<file path="config.mk">
export PLATFORM = sky130hd
export DESIGN_NAME = pp_pipeline_accel_stream2axi_burst_writer_flat
export DESIGN_NICKNAME = d
export VERILOG_FILES = /design/src/rtl/pp_pipeline_accel_stream2axi_burst_writer_if.sv /design/src/rtl/pp_pipeline_accel_stream2axi_burst_writer.sv /design/src/flat_wrapper.sv
export SDC_FILE = /design/constraint.sdc
export NUM_CORES = 1
export LEC_CHECK = 0
export ABC_CLOCK_PERIOD_IN_PS = 16100
export CORE_MARGIN = 4
export CORE_UTILIZATION = 45
export DETAILED_ROUTE_END_ITERATION = 12
export PLACE_DENSITY = 0.71
export SLEW_MARGIN = 20
export SYNTH_ARGS = -nofsm -noshare
export SYNTH_HDL_FRONTEND = slang
export SYNTH_SLANG_ARGS = --single-unit
</file>
<file path="constraint.sdc">
create_clock -name ap_clk -period 16.1 [get_ports ap_clk]
set_clock_uncertainty 0.1 [all_clocks]
set_input_delay 3.22 -clock ap_clk [delete_from_list [all_inputs] [get_ports ap_clk]]
set_output_delay 3.22 -clock ap_clk [all_outputs]
set_load 0.02 [all_outputs]
</file>
<file path="src/rtl/pp_pipeline_accel_stream2axi_burst_writer_if.sv">
// ---------------------------------------------------------------------------
// pp_pipeline_accel_stream2axi_burst_writer_if
// AXI4 master bundle used by the stream-to-AXI burst writer.
//   AW : AWVALID/AWREADY, AWADDR, AWLEN, AWSIZE, AWBURST
//   W  : WVALID/WREADY, WDATA, WSTRB, WLAST
//   B  : BVALID/BREADY, BRESP
//   AR/R : request-side outputs only (writer ties them inactive)
// master modport = writer side, slave modport = memory/interconnect side.
// ---------------------------------------------------------------------------
interface pp_pipeline_accel_stream2axi_burst_writer_if #(
   parameter int DATA_W = 64,
   parameter int ADDR_W = 64
);
   logic                AWVALID;
   logic                AWREADY;
   logic [ADDR_W-1:0]   AWADDR;
   logic [7:0]          AWLEN;
   logic [2:0]          AWSIZE;
   logic [1:0]          AWBURST;

   logic                WVALID;
   logic                WREADY;
   logic [DATA_W-1:0]   WDATA;
   logic [DATA_W/8-1:0] WSTRB;
   logic                WLAST;

   logic                BVALID;
   logic                BREADY;
   logic [1:0]          BRESP;

   logic                ARVALID;
   logic [ADDR_W-1:0]   ARADDR;
   logic [7:0]          ARLEN;
   logic [2:0]          ARSIZE;
   logic [1:0]          ARBURST;
   logic                RREADY;

   modport master (
      output AWVALID, AWADDR, AWLEN, AWSIZE, AWBURST,
      input  AWREADY,
      output WVALID, WDATA, WSTRB, WLAST,
      input  WREADY,
      input  BVALID, BRESP,
      output BREADY,
      output ARVALID, ARADDR, ARLEN, ARSIZE, ARBURST, RREADY
   );

   modport slave (
      input  AWVALID, AWADDR, AWLEN, AWSIZE, AWBURST,
      output AWREADY,
      input  WVALID, WDATA, WSTRB, WLAST,
      output WREADY,
      output BVALID, BRESP,
      input  BREADY,
      input  ARVALID, ARADDR, ARLEN, ARSIZE, ARBURST, RREADY
   );
endinterface

</file>
<file path="src/rtl/pp_pipeline_accel_stream2axi_burst_writer.sv">
// ---------------------------------------------------------------------------
// pp_pipeline_accel_stream2axi_burst_writer
// Drains num_beats words from a first-word-fall-through FIFO and writes them
// as AXI4 INCR bursts starting at base_addr. Bursts never cross a 4 KB page
// and never exceed MAX_BURST beats; at most MAX_OUTSTANDING bursts may await
// their B response.
// Ports:
//   ap_clk, ap_rst          clock, synchronous active-high reset
//   ap_start/done/idle/ready ap_ctrl_hs block handshake
//   base_addr, num_beats    transfer descriptor, sampled on accepted start
//   sdata_dout/empty_n/read FWFT FIFO read port
//   m_axi                   AXI4 master (write only; AR/R tied off)
//   bresp_err               sticky error flag, only with
//                           PP_STREAM2AXI_BRESP_ERR_EN defined
// ---------------------------------------------------------------------------
module pp_pipeline_accel_stream2axi_burst_writer #(
   parameter int DATA_W          = 64,
   parameter int ADDR_W          = 64,
   parameter int MAX_BURST       = 16,
   parameter int MAX_OUTSTANDING = 4
) (
   input  logic              ap_clk,
   input  logic              ap_rst,
   input  logic              ap_start,
   output logic              ap_done,
   output logic              ap_idle,
   output logic              ap_ready,
   input  logic [ADDR_W-1:0] base_addr,
   input  logic [18:0]       num_beats,
   input  logic [DATA_W-1:0] sdata_dout,
   input  logic              sdata_empty_n,
   output logic              sdata_read,
   pp_pipeline_accel_stream2axi_burst_writer_if.master m_axi
`ifdef PP_STREAM2AXI_BRESP_ERR_EN
   ,
   output logic              bresp_err
`endif
);

   localparam int SIZE_LOG = $clog2(DATA_W / 8);
   localparam int OUT_W    = $clog2(MAX_OUTSTANDING + 1);
   localparam logic [OUT_W-1:0] MAX_OUT = OUT_W'(MAX_OUTSTANDING);

   typedef enum logic [1:0] {S_IDLE, S_RUN, S_DRAIN, S_DONE} state_t;

   state_t            state;
   logic [ADDR_W-1:0] aw_addr;      // address of the next AW burst
   logic [18:0]       aw_rem;       // beats not yet covered by an accepted AW
   logic [OUT_W-1:0]  outstanding;  // AW accepted, B not yet seen
   logic [ADDR_W-1:0] w_addr;       // start address of the burst W is filling
   logic [18:0]       w_rem;        // beats not yet accepted on W
   logic [8:0]        w_cnt;        // beat index within the current W burst
   logic [OUT_W-1:0]  w_avail;      // AW-accepted bursts whose W is incomplete

   // Burst length as a pure function of (address, remaining): the W side
   // replays the same sequence as AW to locate WLAST without a length FIFO.
   function automatic logic [8:0] calc_len(input logic [ADDR_W-1:0] a,
                                           input logic [18:0] rem);
      logic [12:0] bytes_to_4k;
      logic [18:0] to4k;
      logic [18:0] len;
      bytes_to_4k = 13'h1000 - {1'b0, a[11:0]};
      to4k        = 19'(bytes_to_4k >> SIZE_LOG);
      len         = 19'(MAX_BURST);
      if (rem < len)  len = rem;
      if (to4k < len) len = to4k;
      return len[8:0];
   endfunction

   logic              aw_hs, w_hs, b_hs, w_pending, w_last_beat;
   logic [8:0]        aw_len, w_len;
   logic [ADDR_W-1:0] aw_addr_nx;
   logic [18:0]       aw_rem_nx;
   logic [OUT_W-1:0]  out_nx;

   assign aw_len      = calc_len(aw_addr, aw_rem);
   assign w_len       = calc_len(w_addr, w_rem);
   assign w_last_beat = (w_cnt == w_len - 9'd1);
   assign w_pending   = (state == S_RUN) && (w_avail != '0) && !ap_rst;

   assign m_axi.WVALID = w_pending & sdata_empty_n;
   assign m_axi.WLAST  = w_pending & w_last_beat;
   assign m_axi.WDATA  = sdata_dout;
   assign m_axi.WSTRB  = '1;
   assign sdata_read   = m_axi.WVALID & m_axi.WREADY;

   assign m_axi.AWSIZE  = 3'(SIZE_LOG);
   assign m_axi.AWBURST = 2'b01;

   assign m_axi.ARVALID = 1'b0;
   assign m_axi.ARADDR  = '0;
   assign m_axi.ARLEN   = '0;
   assign m_axi.ARSIZE  = '0;
   assign m_axi.ARBURST = '0;
   assign m_axi.RREADY  = 1'b0;

   assign ap_idle = ap_rst | ((state == S_IDLE) && !ap_start);

   assign aw_hs = m_axi.AWVALID & m_axi.AWREADY;
   assign w_hs  = sdata_read;
   assign b_hs  = m_axi.BVALID & m_axi.BREADY;

   always_comb begin
      aw_addr_nx = aw_addr;
      aw_rem_nx  = aw_rem;
      if (aw_hs) begin
         aw_addr_nx = aw_addr + (ADDR_W'(aw_len) << SIZE_LOG);
         aw_rem_nx  = aw_rem - 19'(aw_len);
      end
      case ({aw_hs, b_hs})
         2'b10:   out_nx = outstanding + OUT_W'(1);
         2'b01:   out_nx = outstanding - OUT_W'(1);
         default: out_nx = outstanding;
      endcase
   end

   always_ff @(posedge ap_clk) begin
      if (ap_rst) begin
         state         <= S_IDLE;
         aw_addr       <= '0;
         aw_rem        <= '0;
         outstanding   <= '0;
         w_addr        <= '0;
         w_rem         <= '0;
         w_cnt         <= '0;
         w_avail       <= '0;
         m_axi.AWVALID <= 1'b0;
         m_axi.AWADDR  <= '0;
         m_axi.AWLEN   <= '0;
         m_axi.BREADY  <= 1'b0;
         ap_done       <= 1'b0;
         ap_ready      <= 1'b0;
      end else begin
         ap_done  <= 1'b0;
         ap_ready <= 1'b0;
         case (state)
            S_IDLE: begin
               if (ap_start) begin
                  ap_ready    <= 1'b1;
                  aw_addr     <= base_addr;
                  aw_rem      <= num_beats;
                  w_addr      <= base_addr;
                  w_rem       <= num_beats;
                  w_cnt       <= '0;
                  w_avail     <= '0;
                  outstanding <= '0;
                  if (num_beats == '0) begin
                     state   <= S_DONE;
                     ap_done <= 1'b1;
                  end else begin
                     state         <= S_RUN;
                     m_axi.AWVALID <= 1'b1;
                     m_axi.AWADDR  <= base_addr;
                     m_axi.AWLEN   <= 8'(calc_len(base_addr, num_beats) - 9'd1);
                     m_axi.BREADY  <= 1'b1;
                  end
               end
            end
            S_RUN: begin
               aw_addr       <= aw_addr_nx;
               aw_rem        <= aw_rem_nx;
               outstanding   <= out_nx;
               m_axi.AWVALID <= (aw_rem_nx != '0) && (out_nx < MAX_OUT);
               if (aw_rem_nx != '0) begin
                  m_axi.AWADDR <= aw_addr_nx;
                  m_axi.AWLEN  <= 8'(calc_len(aw_addr_nx, aw_rem_nx) - 9'd1);
               end
               case ({aw_hs, w_hs && w_last_beat})
                  2'b10:   w_avail <= w_avail + OUT_W'(1);
                  2'b01:   w_avail <= w_avail - OUT_W'(1);
                  default: w_avail <= w_avail;
               endcase
               if (w_hs) begin
                  if (w_last_beat) begin
                     w_addr <= w_addr + (ADDR_W'(w_len) << SIZE_LOG);
                     w_rem  <= w_rem - 19'(w_len);
                     w_cnt  <= '0;
                     if (w_rem == 19'(w_len)) state <= S_DRAIN;
                  end else begin
                     w_cnt <= w_cnt + 9'd1;
                  end
               end
            end
            S_DRAIN: begin
               outstanding <= out_nx;
               if (out_nx == '0) begin
                  state        <= S_DONE;
                  ap_done      <= 1'b1;
                  m_axi.BREADY <= 1'b0;
               end
            end
            default: state <= S_IDLE;
         endcase
      end
   end

`ifdef PP_STREAM2AXI_BRESP_ERR_EN
   always_ff @(posedge ap_clk) begin
      if (ap_rst)
         bresp_err <= 1'b0;
      else if (b_hs && (m_axi.BRESP != 2'b00))
         bresp_err <= 1'b1;
      else if ((state == S_IDLE) && ap_start)
         bresp_err <= 1'b0;
   end
`else
   logic unused_bresp;
   assign unused_bresp = ^m_axi.BRESP;
`endif

endmodule

</file>
<file path="src/flat_wrapper.sv">
// flat-port wrapper written by rule: the top's interface ports become plain ports
module pp_pipeline_accel_stream2axi_burst_writer_flat 
#(
   parameter int DATA_W          = 64,
   parameter int ADDR_W          = 64,
   parameter int MAX_BURST       = 16,
   parameter int MAX_OUTSTANDING = 4
)
  (ap_clk, ap_rst, ap_start, ap_done, ap_idle, ap_ready, base_addr, num_beats, sdata_dout, sdata_empty_n, sdata_read, m_axi_AWVALID, m_axi_AWADDR, m_axi_AWLEN, m_axi_AWSIZE, m_axi_AWBURST, m_axi_AWREADY, m_axi_WVALID, m_axi_WDATA, m_axi_WSTRB, m_axi_WLAST, m_axi_WREADY, m_axi_BVALID, m_axi_BRESP, m_axi_BREADY, m_axi_ARVALID, m_axi_ARADDR, m_axi_ARLEN, m_axi_ARSIZE, m_axi_ARBURST, m_axi_RREADY);
  pp_pipeline_accel_stream2axi_burst_writer_if #(.DATA_W(DATA_W), .ADDR_W(ADDR_W)) m_axi_i ();
  input  logic ap_clk;
  input  logic ap_rst;
  input  logic ap_start;
  output logic ap_done;
  output logic ap_idle;
  output logic ap_ready;
  input  logic [ADDR_W-1:0] base_addr;
  input  logic [18:0] num_beats;
  input  logic [DATA_W-1:0] sdata_dout;
  input  logic sdata_empty_n;
  output logic sdata_read;
  output wire logic [$bits(m_axi_i.AWVALID)-1:0] m_axi_AWVALID;
  output wire logic [$bits(m_axi_i.AWADDR)-1:0] m_axi_AWADDR;
  output wire logic [$bits(m_axi_i.AWLEN)-1:0] m_axi_AWLEN;
  output wire logic [$bits(m_axi_i.AWSIZE)-1:0] m_axi_AWSIZE;
  output wire logic [$bits(m_axi_i.AWBURST)-1:0] m_axi_AWBURST;
  input wire logic [$bits(m_axi_i.AWREADY)-1:0] m_axi_AWREADY;
  output wire logic [$bits(m_axi_i.WVALID)-1:0] m_axi_WVALID;
  output wire logic [$bits(m_axi_i.WDATA)-1:0] m_axi_WDATA;
  output wire logic [$bits(m_axi_i.WSTRB)-1:0] m_axi_WSTRB;
  output wire logic [$bits(m_axi_i.WLAST)-1:0] m_axi_WLAST;
  input wire logic [$bits(m_axi_i.WREADY)-1:0] m_axi_WREADY;
  input wire logic [$bits(m_axi_i.BVALID)-1:0] m_axi_BVALID;
  input wire logic [$bits(m_axi_i.BRESP)-1:0] m_axi_BRESP;
  output wire logic [$bits(m_axi_i.BREADY)-1:0] m_axi_BREADY;
  output wire logic [$bits(m_axi_i.ARVALID)-1:0] m_axi_ARVALID;
  output wire logic [$bits(m_axi_i.ARADDR)-1:0] m_axi_ARADDR;
  output wire logic [$bits(m_axi_i.ARLEN)-1:0] m_axi_ARLEN;
  output wire logic [$bits(m_axi_i.ARSIZE)-1:0] m_axi_ARSIZE;
  output wire logic [$bits(m_axi_i.ARBURST)-1:0] m_axi_ARBURST;
  output wire logic [$bits(m_axi_i.RREADY)-1:0] m_axi_RREADY;
  assign m_axi_AWVALID = m_axi_i.AWVALID;
  assign m_axi_AWADDR = m_axi_i.AWADDR;
  assign m_axi_AWLEN = m_axi_i.AWLEN;
  assign m_axi_AWSIZE = m_axi_i.AWSIZE;
  assign m_axi_AWBURST = m_axi_i.AWBURST;
  assign m_axi_i.AWREADY = m_axi_AWREADY;
  assign m_axi_WVALID = m_axi_i.WVALID;
  assign m_axi_WDATA = m_axi_i.WDATA;
  assign m_axi_WSTRB = m_axi_i.WSTRB;
  assign m_axi_WLAST = m_axi_i.WLAST;
  assign m_axi_i.WREADY = m_axi_WREADY;
  assign m_axi_i.BVALID = m_axi_BVALID;
  assign m_axi_i.BRESP = m_axi_BRESP;
  assign m_axi_BREADY = m_axi_i.BREADY;
  assign m_axi_ARVALID = m_axi_i.ARVALID;
  assign m_axi_ARADDR = m_axi_i.ARADDR;
  assign m_axi_ARLEN = m_axi_i.ARLEN;
  assign m_axi_ARSIZE = m_axi_i.ARSIZE;
  assign m_axi_ARBURST = m_axi_i.ARBURST;
  assign m_axi_RREADY = m_axi_i.RREADY;
  pp_pipeline_accel_stream2axi_burst_writer #(.DATA_W(DATA_W), .ADDR_W(ADDR_W), .MAX_BURST(MAX_BURST), .MAX_OUTSTANDING(MAX_OUTSTANDING)) u_core (.ap_clk(ap_clk), .ap_rst(ap_rst), .ap_start(ap_start), .ap_done(ap_done), .ap_idle(ap_idle), .ap_ready(ap_ready), .base_addr(base_addr), .num_beats(num_beats), .sdata_dout(sdata_dout), .sdata_empty_n(sdata_empty_n), .sdata_read(sdata_read), .m_axi(m_axi_i));
endmodule
</file>
==> metrics.cfg <==
[status]
status=complete, no violations

[worst_setup_path]
path_common_cell=ha_1
cp_num_buf_inv=3
worstSetupEndpointType=output pin
cp_top_family=simple AND/OR/NAND/NOR gates
start_kind=flop
cp_cell_sequence=nor4_2 -> nand4_1 -> inv_2 -> nand2_1 -> ha_1 -> a211oi_1 -> o221a_2 -> o21ai_1 -> nor2_2 -> o21a_1 -> ha_1 -> inv_1 -> a21oi_2 -> xnor3_1 -> nor3b_1 -> mux4_2 -> o32a_2 -> and4_1 -> clkdlybuf4s50_1
worst_ep_arrival_time_ps=7390
max_stage_delay_ps=710
slowest_stage=nor2_2
critical_path_class=reg2out
critPathMaxFanout=18
critPathRequiredTime_ps=12780

[placement]
gp_congestion=0.963
dp_hpwl_um=36900
place_area_mm2=0.0173
place_ws_ps=6090
place_inst=2671
portBuffers=169

[cells_and_area]
fin_area_mm2=0.0182
final_common_cell=nand2_1
drive_gt1_share_pct=5.04
diodes=0
final_cell_mix=nand2_1, a21oi_1, nor2_1, dfxtp_1, clkdlybuf4s50_1
fin_nets=2485
final_cells=2717
syn_to_final_growth_pct=13.2

[clocking]
htreeDepth=1
cts_num_sinks=207
clk_pin_slew_ps=60
cts_hold_buffers=0
post_cts_buffers=0
cts_root_buf=clkbuf_16
ctsResizeCount=0
cts_made_buffers=25
worstSkewPairLatency_ps=550
cts_tree=yes
cts.path.max_buffers=3

[routing]
antenna_left=0
drc_errors=0
viasPerCell=5.79
wl_per_cell_um=18.8
drt_iter0_markers=1106
wl_um=51100
firstDrtPassIters=5
vias=15700

[global_routing]
grt_usage_pct=24.8
grt_pass1_vias=14700
grt_max_degree=96
antenna_found_initial=2
grt_pass1_wl_um=79400
gr-total-overflow=0

[pwr]
vdd_drop_max_mv=0.127
power.share.clock_pct=12.2
p_total_mw=4.99
comb_power_share_pct=69.4
switching_share_pct=52.3
pwr-share-seq_pct=18.4
p_leak_nw=6.92
power.density_mw_per_mm2=275
intPower_mw=2.38
p_sw_mw=2.61

[synthesis]
avgSynthCellArea_um2=7.32
synth-edff-count=0
yosysSeqAreaShare_pct=25.8
synth_cell_types=91
synthFlopType=dfxtp_1
netlist_instances=2190
synth_area_mm2=0.0160
synthArstFlopShare_pct=0
ys_seq_elements=207
yosysWarnings=0

[sta]
fin_crit_sh_pct=66.5
max_slew_margin_pct=30.4
rsz0062_at_grt=no
setup_ws_ps=5390
final-setup-viol-count=0
fin_crit_ps=10710
slew_violations=0
setup_tns_ps=0
tightest_slew_ps=1040
fmax_mhz=93.4
hold_viol=0

[floorplan]
core-area_mm2=0.0349
start_util_pct=46.0
die_y_um=197
die_area_mm2=0.0387
pin_count=392
fp-row-count=68
die_w_um=197

[flow_run]
max_cap_violations=0

[worst_hold_path]
hold_class=reg2reg

cell families after synthesis:
| family | share of synthesized area, % |
|---|---|
| AND/OR/NAND/NOR | 24.5 |
| flip-flops | 25.8 |
| XOR/XNOR | 6.56 |
| buffers and inverters | 11.8 |
| AO/OA/AOI/OAI | 22.6 |
| multiplexers | 1.59 |
| other | 0.0468 |
| adder cells (fa/ha/maj) | 6.99 |
cell usage after synthesis, drive strengths merged (16+ instances only):
cell / n / share of area, %
a211oi: 45 / 2.1
a21o: 24 / 1.1
a21oi: 228 / 7.2
and2: 19 / 0.74
and3: 16 / 0.62
buf: 193 / 8.4
clkbuf: 80 / 1.9
dfxtp: 207 / 26
ha: 80 / 6.2
inv: 67 / 1.6
nand2: 317 / 7.4
nand2b: 17 / 0.66
nand3: 71 / 2.2
nand4: 25 / 1.2
nor2: 209 / 5.0
nor2b: 18 / 0.70
nor3: 56 / 2.0
nor4: 32 / 1.4
o211ai: 23 / 1.1
o21a: 17 / 0.80
o21ai: 120 / 3.8
xnor2: 72 / 3.9
xor2: 43 / 2.3
tightest hold or removal path, cell delays in order (launching register included):
cell,delay [ps]
dfxtp_1,310
nand2_1,50
a21oi_1,50
flip-flops by register name, indices dropped and copies added, names as in the netlist:
| register | cells |
|---|---|
| u_core.w_cnt | 9 |
| u_core.aw_addr | 64 |
| u_core.w_addr | 12 |
| u_core.aw_rem | 19 |
| u_core.outstanding | 3 |
| u_core.m_axi.AWADDR | 64 |
| u_core.m_axi.AWLEN | 8 |
| u_core.m_axi.BREADY | 1 |
| u_core.w_rem | 19 |
| u_core.ap_ready | 1 |
| u_core.w_avail | 3 |
| u_core.ap_done | 1 |
| u_core.state | 2 |
| u_core.m_axi.AWVALID | 1 |
cell type report:
cell class | count | area, um2
Timing Repair Buffer | 189 | 1840
Tap cell | 455 | 569
Sequential cell | 207 | 4140
Inverter | 67 | 251
Clock inverter | 11 | 160
Clock buffer | 35 | 723
Multi-Input combinational cell | 1753 | 10500
Fill cell | 3406 | 16700
final timing paths:
check / start / endpoint / slack (ps) / depth (start not counted)
worst min register to register: u_core.m_axi.AWADDR[7]$_SDFFE_PP0P_ / u_core.m_axi.AWADDR[7]$_SDFFE_PP0P_ / 350 / 2
worst min-delay path: u_core.m_axi.AWADDR[7]$_SDFFE_PP0P_ / u_core.m_axi.AWADDR[7]$_SDFFE_PP0P_ / 350 / 2
worst max-delay path: u_core.w_rem[9]$_SDFFE_PP0P_ / m_axi_WLAST / 5390 / 19
worst max register to register: u_core.aw_addr[0]$_SDFFE_PP0P_ / u_core.m_axi.AWLEN[6]$_SDFFE_PP0P_ / 6630 / 34
power by group through the flow:
stage | clock network (mW) | logic (mW) | registers, mW
after global routing | 0.638 | 3.81 | 0.943
after floorplan | 0 | 2.46 | 0.957
after global placement | 0 | 3.34 | 0.914
final | 0.606 | 3.47 | 0.918
after detailed placement | 0 | 3.40 | 0.920
after CTS | 0.621 | 3.42 | 0.913
per-layer routing:
metal | wire length [um] | global-route usage, % | up-vias
li1 | - | - | 7548
met1 | 21900 | 33.0 | 7434
met2 | 23600 | 41.3 | 643
met3 | 4210 | 4.87 | 97
met4 | 1370 | 6.47 | 4
met5 | 27 | 0 | -
through the flow:
step	hold slack [ps]	util, %
3_3_place_gp	344	49.5
3_5_place_dp	347	49.5
6_report	354	52.1
2_1_floorplan	344	-
4_1_cts	355	52.1
5_1_grt	376	52.1
No activity file was read; power rests on OpenSTA's default activity.
